===== config.mk =====
export PLATFORM = sky130hd
export DESIGN_NAME = io_command_buffer
export DESIGN_NICKNAME = d
export VERILOG_FILES = /design/src/rtl/io_command_buffer.sv
export SDC_FILE = /design/constraint.sdc
export NUM_CORES = 1
export LEC_CHECK = 0
export ABC_AREA = 1
export BUFFER_PORTS_ARGS = -buffer_cell sky130_fd_sc_hd__buf_2
export CORE_AREA = 2 2 70 138
export DETAILED_ROUTE_END_ITERATION = 8
export DIE_AREA = 0 0 72 140
export PLACE_DENSITY = 0.77
export SLEW_MARGIN = 20
export SYNTH_ARGS = -nofsm -noshare
export SYNTH_HDL_FRONTEND = slang
export SYNTH_SLANG_ARGS = --single-unit

===== constraint.sdc =====
create_clock -name clk -period 2.9 [get_ports clk]
set_input_delay 0.29 -clock clk [delete_from_list [all_inputs] [get_ports clk]]
set_output_delay 0.29 -clock clk [all_outputs]
set_load 0.02 [all_outputs]

===== src/rtl/io_command_buffer.sv =====
// IO command buffer: queues core commands, issues them over IO_REQ/IO_ACK, and holds one register response.
// Optional zero-latency bypass when empty is enabled by defining IO_CMDBUF_BYPASS_EN.
module io_command_buffer #(
    parameter int DEPTH      = 4,
    parameter int DATA_WIDTH = 16,
    parameter int REG_W      = 4
) (
    input  logic                         clk,
    input  logic                         clk_en,
    input  logic                         sync_rst,
    input  logic                         Cmd_Valid,
    output logic                         Cmd_Ready,
    input  logic                         Cmd_CommandEn,
    input  logic                         Cmd_ResponseRequested,
    input  logic [REG_W-1:0]             Cmd_DestReg,
    input  logic [DATA_WIDTH-1:0]        Cmd_Data,
    output logic                         IO_REQ,
    input  logic                         IO_ACK,
    output logic                         IO_CommandEn,
    output logic                         IO_ResponseRequested,
    output logic [REG_W-1:0]             IO_DestRegOut,
    output logic [DATA_WIDTH-1:0]        IO_DataOut,
    input  logic                         IO_RegResponseFlag,
    input  logic                         IO_MemResponseFlag,
    input  logic [REG_W-1:0]             IO_DestRegIn,
    input  logic [DATA_WIDTH-1:0]        IO_DataIn,
    output logic                         WB_Valid,
    input  logic                         WB_Ready,
    output logic [REG_W-1:0]             WB_DestReg,
    output logic [DATA_WIDTH-1:0]        WB_Data,
    output logic [$clog2(DEPTH+1)-1:0]   Occupancy,
    output logic                         Err_Sticky
);

    localparam int AW = $clog2(DEPTH);
    localparam int CW = $clog2(DEPTH+1);

    typedef enum logic [1:0] {EMPTY, ISSUE, WAIT_WB} issueState_t;

    issueState_t state, nextState;

    logic                  cmdEnMem   [DEPTH];
    logic                  respReqMem [DEPTH];
    logic [REG_W-1:0]      destMem    [DEPTH];
    logic [DATA_WIDTH-1:0] dataMem    [DEPTH];

    logic [AW-1:0]         headPtr, tailPtr, nextHead;
    logic [CW-1:0]         count, nextCount;
    logic                  wbValid, nextWbValid;
    logic [REG_W-1:0]      wbDest;
    logic [DATA_WIDTH-1:0] wbData;
    logic                  errSticky;

    logic bypassActive, bypassTake, pushEn, popFifo, ioPop;
    logic wbLoad, wbDrain, respDrop, memErr, nextHeadRespReq;

    // Bypass is offered only when the command could issue immediately if it were the head.
`ifdef IO_CMDBUF_BYPASS_EN
    assign bypassActive = (count == '0) && (!wbValid || !Cmd_ResponseRequested);
`else
    assign bypassActive = 1'b0;
`endif

    assign Cmd_Ready  = (count != CW'(DEPTH));
    assign bypassTake = bypassActive && Cmd_Valid && IO_ACK && clk_en;
    assign pushEn     = Cmd_Valid && Cmd_Ready && clk_en && !bypassTake;
    assign popFifo    = (state == ISSUE) && IO_ACK && clk_en;
    assign ioPop      = popFifo || bypassTake;

    assign wbLoad   = ioPop && IO_RegResponseFlag && !wbValid;
    assign respDrop = ioPop && IO_RegResponseFlag && wbValid;
    assign memErr   = ioPop && IO_MemResponseFlag;
    assign wbDrain  = wbValid && WB_Ready && clk_en;

    always_comb begin
        IO_REQ               = (state == ISSUE);
        IO_CommandEn         = cmdEnMem[headPtr];
        IO_ResponseRequested = respReqMem[headPtr];
        IO_DestRegOut        = destMem[headPtr];
        IO_DataOut           = dataMem[headPtr];
        if (bypassActive) begin
            IO_REQ               = Cmd_Valid;
            IO_CommandEn         = Cmd_CommandEn;
            IO_ResponseRequested = Cmd_ResponseRequested;
            IO_DestRegOut        = Cmd_DestReg;
            IO_DataOut           = Cmd_Data;
        end
    end

    // Next-cycle bookkeeping; the push lands on the new head when the FIFO would otherwise be empty.
    always_comb begin
        nextHead  = popFifo ? headPtr + AW'(1) : headPtr;
        nextCount = count;
        case ({pushEn, popFifo})
            2'b10:   nextCount = count + CW'(1);
            2'b01:   nextCount = count - CW'(1);
            default: nextCount = count;
        endcase
        nextWbValid = wbValid;
        if (wbLoad)       nextWbValid = 1'b1;
        else if (wbDrain) nextWbValid = 1'b0;
        nextHeadRespReq = respReqMem[nextHead];
        if (pushEn && (tailPtr == nextHead)) nextHeadRespReq = Cmd_ResponseRequested;
    end

    always_comb begin
        nextState = ISSUE;
        if (nextCount == '0)                      nextState = EMPTY;
        else if (nextHeadRespReq && nextWbValid)  nextState = WAIT_WB;
    end

    always_ff @(posedge clk) begin
        if (!sync_rst)   state <= EMPTY;
        else if (clk_en) state <= nextState;
    end

    always_ff @(posedge clk) begin
        if (pushEn) begin
            cmdEnMem[tailPtr]   <= Cmd_CommandEn;
            respReqMem[tailPtr] <= Cmd_ResponseRequested;
            destMem[tailPtr]    <= Cmd_DestReg;
            dataMem[tailPtr]    <= Cmd_Data;
        end
    end

    always_ff @(posedge clk) begin
        if (!sync_rst) begin
            headPtr <= '0;
            tailPtr <= '0;
            count   <= '0;
        end else if (clk_en) begin
            headPtr <= nextHead;
            if (pushEn) tailPtr <= tailPtr + AW'(1);
            count <= nextCount;
        end
    end

    always_ff @(posedge clk) begin
        if (!sync_rst) begin
            wbValid   <= 1'b0;
            wbDest    <= '0;
            wbData    <= '0;
            errSticky <= 1'b0;
        end else if (clk_en) begin
            wbValid <= nextWbValid;
            if (wbLoad) begin
                wbDest <= IO_DestRegIn;
                wbData <= IO_DataIn;
            end
            if (respDrop || memErr) errSticky <= 1'b1;
        end
    end

    assign WB_Valid   = wbValid;
    assign WB_DestReg = wbDest;
    assign WB_Data    = wbData;
    assign Occupancy  = count;
    assign Err_Sticky = errSticky;

endmodule


==> results of run 1 <==
-- power breakdown --
| part | internal (W) | switching [W] |
|---|---|---|
| logic | 0.000111 | 0.000224 |
| registers | 0.00191 | 0.0000191 |
| clock network | 0.00125 | 0.000650 |
| total | 0.00327 | 0.000894 |
-- state kept, by name, indices dropped and copies added, names as in the netlist, named ones only --
name,cells
cmdEnMem,4
respReqMem,4
WB_DestReg,4
WB_Valid,1
destMem,16
Occupancy,3
tailPtr,2
state,2
dataMem,64
headPtr,2
WB_Data,16
Err_Sticky,1
-- cells in the final DEF, fill, tap and decap left out, drive strengths merged --
| cell type | netlist | final |
|---|---|---|
| nand2 | 32 | 32 |
| xnor2 | 1 | 1 |
| a21oi | 12 | 12 |
| diode | 0 | 1 |
| clkinv | 1 | 3 |
| buf | 3 | 106 |
| o22ai | 21 | 21 |
| edfxtp | 88 | 88 |
| fa | 1 | 1 |
| xor2 | 1 | 1 |
| nand3 | 10 | 10 |
| ha | 5 | 5 |
| nor2 | 94 | 94 |
| dfxtp | 33 | 33 |
| clkbuf | 16 | 30 |
| inv | 32 | 32 |
| nand4 | 1 | 1 |
| a31oi | 1 | 1 |
| o21ai | 70 | 70 |
| nor3 | 1 | 1 |
-- cells by family after synthesis --
family	after synthesis	share of synthesized area, %
AO/OA/AOI/OAI	104	11.7
XOR/XNOR	2	0.371
adder cells (fa/ha/maj)	6	1.75
buffers and inverters	52	4.18
flip-flops	121	69.9
AND/OR/NAND/NOR	138	12.1
-- routing by layer --
metal	vias to the layer above	global-route usage [%]	part of all wire, %
li1	1680	-	-
met1	1642	19.0	36
met2	126	39.7	56
met3	20	6.40	5.4
met4	2	8.94	2.1
met5	-	0	0.13
-- worst reg2reg max path, stage by stage (launching register included) --
cell and delay (ps):
dfxtp_1 340, nor3_1 260, nor2_1 140, inv_1 240
ha_1 200, inv_1 70, fa_1 500, nor2_1 60
a21oi_1 110, inv_1 60, o21ai_0 160, nand2_1 100
nand3_1 100, a21oi_1 60
-- how the worst max path moves through the flow --
stage / from / slack [ps] / depth (start not counted) / to
3_3_place_gp: Occupancy[0]$_SDFFE_PN0P_ / 520 / 13 / state[1]$_SDFFE_PN0P_
3_5_place_dp: clk_en / 390 / 14 / state[1]$_SDFFE_PN0P_
5_1_grt: Occupancy[2]$_SDFFE_PN0P_ / 100 / 14 / state[1]$_SDFFE_PN0P_
6_report: Occupancy[0]$_SDFFE_PN0P_ / 390 / 13 / state[1]$_SDFFE_PN0P_
4_1_cts: Occupancy[0]$_SDFFE_PN0P_ / 390 / 13 / state[1]$_SDFFE_PN0P_
2_1_floorplan: Occupancy[0]$_SDFFE_PN0P_ / 570 / 4 / cmdEnMem[0]$_DFFE_PP_
-- cell type report --
class | count | area (µm²) | area share [%]
multi-input cells | 250 | 1240 | 21.0
well taps | 102 | 128 | 2.16
clock buffers | 30 | 546 | 9.25
repair buffers | 106 | 551 | 9.33
flip-flops and latches | 121 | 3300 | 56.0
clock inverters | 2 | 10.0 | 0.170
diodes | 1 | 2.50 | 0.0424
inverters | 33 | 124 | 2.10
-- metrics by stage --
stage                     instances  hold slack (ps)
after floorplan                 423              389
after global placement          612              466
after detailed placement        612              465
after CTS                       644             93.2
after global routing            645             94.8
final                           645              105
==> reports/metrics.yaml, run 1 <==
run_status:
  outcome: "finished, final reports clean"
final_layout:
  postLayoutCoreUtil_pct: 65.5
  fin_nets: 585
  nFillCells: 684
  fin_area_um2: 5900
  drive_above_1_share_pct: 27.5
  areaGrowthSynthToFinish_pct: 24.8
min_path:
  holdPathStages: 1
  hold-path-endpoint: "dataMem[2][6]$_DFFE_PP_"
  hold_class: "input port to register"
  hold_start: "Cmd_Data[6]"
floorplan:
  dieHeight_um: 140
  rows: 49
  start_util_pct: 52.5
  core_um2: 9010
  ios: 99
  die_w_um: 72
  die_area_um2: 10100
timing:
  period_share_pct: 86.7
  fin_setup_tns_ps: 0
  rsz0062_at_grt: "no"
  fin_crit_ps: 2510
  fin_worst_skew_ps: 9.12
  slew_headroom_pct: 51.7
  worst_slack_ps: 385
  worstMarginPinSlew_ps: 724
  final-setup-viol-count: 0
  hold_violations: 0
  fmax_mhz: 398
  final_max_slew_viol_count: 0
clock_tree:
  root_buffer: "clkbuf_16"
  holdBufCountCts: 0
  cts_max_path_buffers: 2
  numCtsBuffers: 17
  worstSkewPairLatency_ps: 400
  cts-htree-levels: 4
  cts_setup_buffers: 0
  clk_pin_slew_ps: 50
  ctsResizeCount: 0
  cts_sinks: 121
  cts_tree: "done"
critical_path:
  slowest_delay_ps: 500
  reg2reg_to: "state[1]$_SDFFE_PN0P_"
  crit_type: "register to register"
  reg2reg_depth: 13
  critical-path-top-delay-family: "adder cells"
  arrival_ps: 2790
  cp_max_fo: 7
  cp_common_cell: "inv_1"
  reg2reg_slack_ps: 390
  critPathSlowestCell: "fa_1"
  path_buf_inv: 3
  required_ps: 3180
  setup.worst_path.start_class: "register"
  timing.rr.start: "Occupancy[0]$_SDFFE_PN0P_"
  critPathCaptureType: "register"
  path_cells: "nor3_1 > nor2_1 > inv_1 > ha_1 > inv_1 > fa_1 > nor2_1 > a21oi_1 > inv_1 > o21ai_0 > nand2_1 > nand3_1 > a21oi_1"
logic_synthesis:
  synth_edf_count: 88
  yosys.cell_count.top_type: "nor2_1"
  synth_seq_area_share_pct: 69.9
  synth_warnings: 0
  synth_fp_nets: 479
  synth_ff_type: "edfxtp_1"
  synth_cell_type_count: 27
  syn_inst: 423
  synth_top_area_share_pct: 55.9
  synth_area_per_cell_um2: 11.2
  synth.area.top_cells: "edfxtp_1 56%, dfxtp_1 14%, nor2_1 7.2%"
  synthTopCellsByCount: "91 x nor2_1, 88 x edfxtp_1, 65 x o21ai_0, 33 x dfxtp_1, 31 x inv_1"
  syn_area_um2: 4730
  ys_seq_elements: 121
  synthArstFlopShare_pct: 0
  synth_area_leader_cell: "edfxtp_1"
run:
  maxCapViolCount: 0
routing:
  num_vias: 3470
  firstDrtPassIters: 4
  initialDrtViolationCount: 164
  wl_per_cell_um: 15.6
  drt-total-wl_mm: 10.1
  drtAntennaViolNets: 0
  avgViaCountPerCell: 5.38
  drc: 0
grt:
  grt_overflow_total: 0
  grt_pass1_vias: 3554
  grt_max_degree: 44
  antenna_found_initial: 2
  grt_util_all_layers_pct: 20.7
  grt_pass1_wl_mm: 15.9
placement:
  dp_hpwl_mm: 6.56
  dp_slack_ps: 392
  place_area_um2: 5340
  place_congestion: 0.785
  io_buffers: 98
power_and_ir_drop:
  total_power_w: 0.00417
  leakagePower_nw: 2.44
  peakVddDrop_mv: 0.520
  power.density_nw_per_um2: 706
Note: power is estimated with default switching activity, not from simulation.
==> run 2: changes to the inputs <==
--- a/config.mk
+++ b/config.mk
@@ -11,6 +11,7 @@
 export DETAILED_ROUTE_END_ITERATION = 8
 export DIE_AREA = 0 0 72 140
 export PLACE_DENSITY = 0.77
+export REMOVE_ABC_BUFFERS = 1
 export SLEW_MARGIN = 20
 export SYNTH_ARGS = -nofsm -noshare
 export SYNTH_HDL_FRONTEND = slang
==> run 2 against run 1 <==
Wire length shrank 0.46%. Clock power about the same. Power up 0.63%. Non-clock buffer count is 1 lower. Critical path depth unchanged. First-iteration DRC count is 52% higher. Largest power group unchanged. Critical path type unchanged. Sequential share of layout area rose by 0.18 points. Combinational power about the same. Setup slack improved by 85 ps. Via count increased by 0.49%.
==> reports/metrics.yaml, run 2 (synthesis gave the netlist of run 1 again) <==
final_layout:
  drive_above_1_share_pct: 27.7  # was 27.5%
  largest_reg_flops: 64  # unchanged
  n_antenna_cell: 0  # was 1
  final_common_cell: "buf_2"  # unchanged
  nFillCells: 691  # was 684
  areaGrowthSynthToFinish_pct: 24.4  # was 24.8%
  multi_input_area_um2: 1240  # unchanged
  final_cell_mix: "98 x buf_2, 88 x edfxtp_1, 87 x nor2_1"  # unchanged
  fin_nets: 584  # was 585
  top_register: "dataMem"  # unchanged
  postLayoutCoreUtil_pct: 65.3  # was 65.5%
  register_area_um2: 3300  # unchanged
  final_cells: 643  # was 645
timing:
  hold_violations: 0  # unchanged
  period_share_pct: 83.8  # was 86.7%
  fin_setup_tns_ps: 0  # unchanged
  rsz0062_at_grt: "no"  # unchanged
  final_max_slew_viol_count: 0  # unchanged
  fin_crit_ps: 2430  # was 2510 ps
  fmax_mhz: 411  # was 398 MHz
  worstMarginPinSlew_ps: 710  # was 724 ps
  fin_worst_skew_ps: 6.91  # was 9.12 ps
  slew_headroom_pct: 52.6  # was 51.7%
  worst_slack_ps: 470  # was 385 ps
  final-setup-viol-count: 0  # unchanged
clock_tree:
  numCtsBuffers: 17  # unchanged
  cts_sinks: 121  # unchanged
  holdBufCountCts: 0  # unchanged
  clk_pin_slew_ps: 50  # about the same
  worstSkewPairLatency_ps: 410  # was 400 ps
  ctsResizeCount: 0  # unchanged
  root_buffer: "clkbuf_16"  # unchanged
  cts_max_path_buffers: 2  # unchanged
  cts_setup_buffers: 0  # unchanged
  cts-htree-levels: 4  # unchanged
  cts_tree: "done"  # unchanged
floorplan:
  rows: 49  # unchanged
  ios: 99  # unchanged
  die_area_um2: 10100  # unchanged
  die_w_um: 72  # unchanged
  start_util_pct: 52.5  # unchanged
  core_um2: 9010  # unchanged
  dieHeight_um: 140  # unchanged
critical_path:
  timing.rr.start: "Occupancy[0]$_SDFFE_PN0P_"  # unchanged
  reg2reg_depth: 13  # unchanged
  reg2reg_to: "state[1]$_SDFFE_PN0P_"  # unchanged
  required_ps: 3240  # was 3180 ps
  crit_start: "Occupancy[0]$_SDFFE_PN0P_"  # unchanged
  cp_max_fo: 7  # unchanged
  setup.worst_path.start_class: "register"  # unchanged
  arrival_ps: 2770  # was 2790 ps
  reg2reg_slack_ps: 470  # was 390 ps
  crit_type: "register to register"  # unchanged
  critPathCaptureType: "register"  # unchanged
grt:
  grt_max_degree: 46  # was 44
  grt_pass1_vias: 3480  # was 3554
  grt_overflow_total: 0  # unchanged
  antenna_found_initial: 0  # was 2
  grt_util_all_layers_pct: 20.8  # was 20.7%
  grt_pass1_wl_mm: 15.8  # was 15.9 mm
routing:
  num_vias: 3487  # was 3470
  firstDrtPassIters: 5  # was 4
  avgViaCountPerCell: 5.42  # was 5.38
  drt-total-wl_mm: 10.0  # was 10.1 mm
  wl_per_cell_um: 15.6  # about the same
  initialDrtViolationCount: 249  # was 164
  drc: 0  # unchanged
  drtAntennaViolNets: 0  # unchanged
min_path:
  hold_start: "Cmd_Data[13]"  # was Cmd_Data[6]
  hold-path-endpoint: "dataMem[1][13]$_DFFE_PP_"  # was dataMem[2][6]$_DFFE_PP_
  hold_class: "input port to register"  # unchanged
  holdPathStages: 1  # unchanged
run:
  maxCapViolCount: 0  # unchanged
power_and_ir_drop:
  leakagePower_nw: 2.43  # was 2.44 nW
  power.density_nw_per_um2: 713  # was 706 nW/µm²
  peakVddDrop_mv: 0.479  # was 0.520 mV
placement:
  place_congestion: 0.840  # was 0.785
  dp_slack_ps: 469  # was 392 ps
  dp_cells: 611  # was 612
  io_buffers: 98  # unchanged
  dp_hpwl_mm: 6.36  # was 6.56 mm
run_status:
  outcome: "finished, final reports clean"  # unchanged
[run 2: final cells by class]
| class | count | share of cell area [%] |
|---|---|---|
| well taps | 102 | 2.17 |
| flip-flops and latches | 121 | 56.2 |
| clock buffers | 22 | 7.55 |
| multi-input cells | 250 | 21.0 |
| repair buffers | 105 | 9.23 |
| inverters | 33 | 2.11 |
| clock inverters | 10 | 1.74 |
[run 2: routing by layer]
layer  share of wire (%)  routed length (µm)  track usage, %  vias to the layer above
met5                   0                   0               0                        -
met4                 2.2                 221            9.04                        0
met3                 6.3                 629            6.91                       23
met2                  55                5490            38.5                      142
met1                  37                3680            20.1                     1654
li1                    -                   -               -                     1668
[run 2: critical path, cell delays in order, from the launching register on]
cell and delay (ps):
dfxtp_1 340, nor3_1 250, nor2_1 140, inv_1 240, ha_1 200, inv_1 60, fa_1 370, a21oi_1 140
o21ai_0 110, xor2_1 150, nand2_1 90, nand2_1 80, nand3_1 70, a21oi_1 110
[run 2: how the worst max path moves through the flow]
stage	to	slack (ps)	depth (start not counted)
after floorplan	IO_ResponseRequested	90	4
after global placement	state[1]$_SDFFE_PN0P_	520	13
after detailed placement	state[1]$_SDFFE_PN0P_	470	13
after CTS	IO_DataOut[7]	70	4
after global routing	state[1]$_SDFFE_PN0P_	230	14
final	state[1]$_SDFFE_PN0P_	470	13
[run 2: through the flow]
stage | hold WS (ps) | total power [W] | area, µm²
final | 103 | 0.00419 | 5880
after global routing | 89.8 | 0.00431 | 5880
after CTS | 81.8 | 0.00421 | 5880
after detailed placement | 476 | 0.00229 | 5330
after global placement | 463 | 0.00228 | 5330
after floorplan | 388 | 0.00215 | 4650
[run 2: where the power goes]
group          switching [W]  leakage, nW  total, W  internal [W]
combinational       0.000225         1.09  0.000334      0.000110
sequential         0.0000194         1.07   0.00193       0.00191
clock               0.000683        0.273   0.00193       0.00125
total               0.000927         2.43   0.00419       0.00327
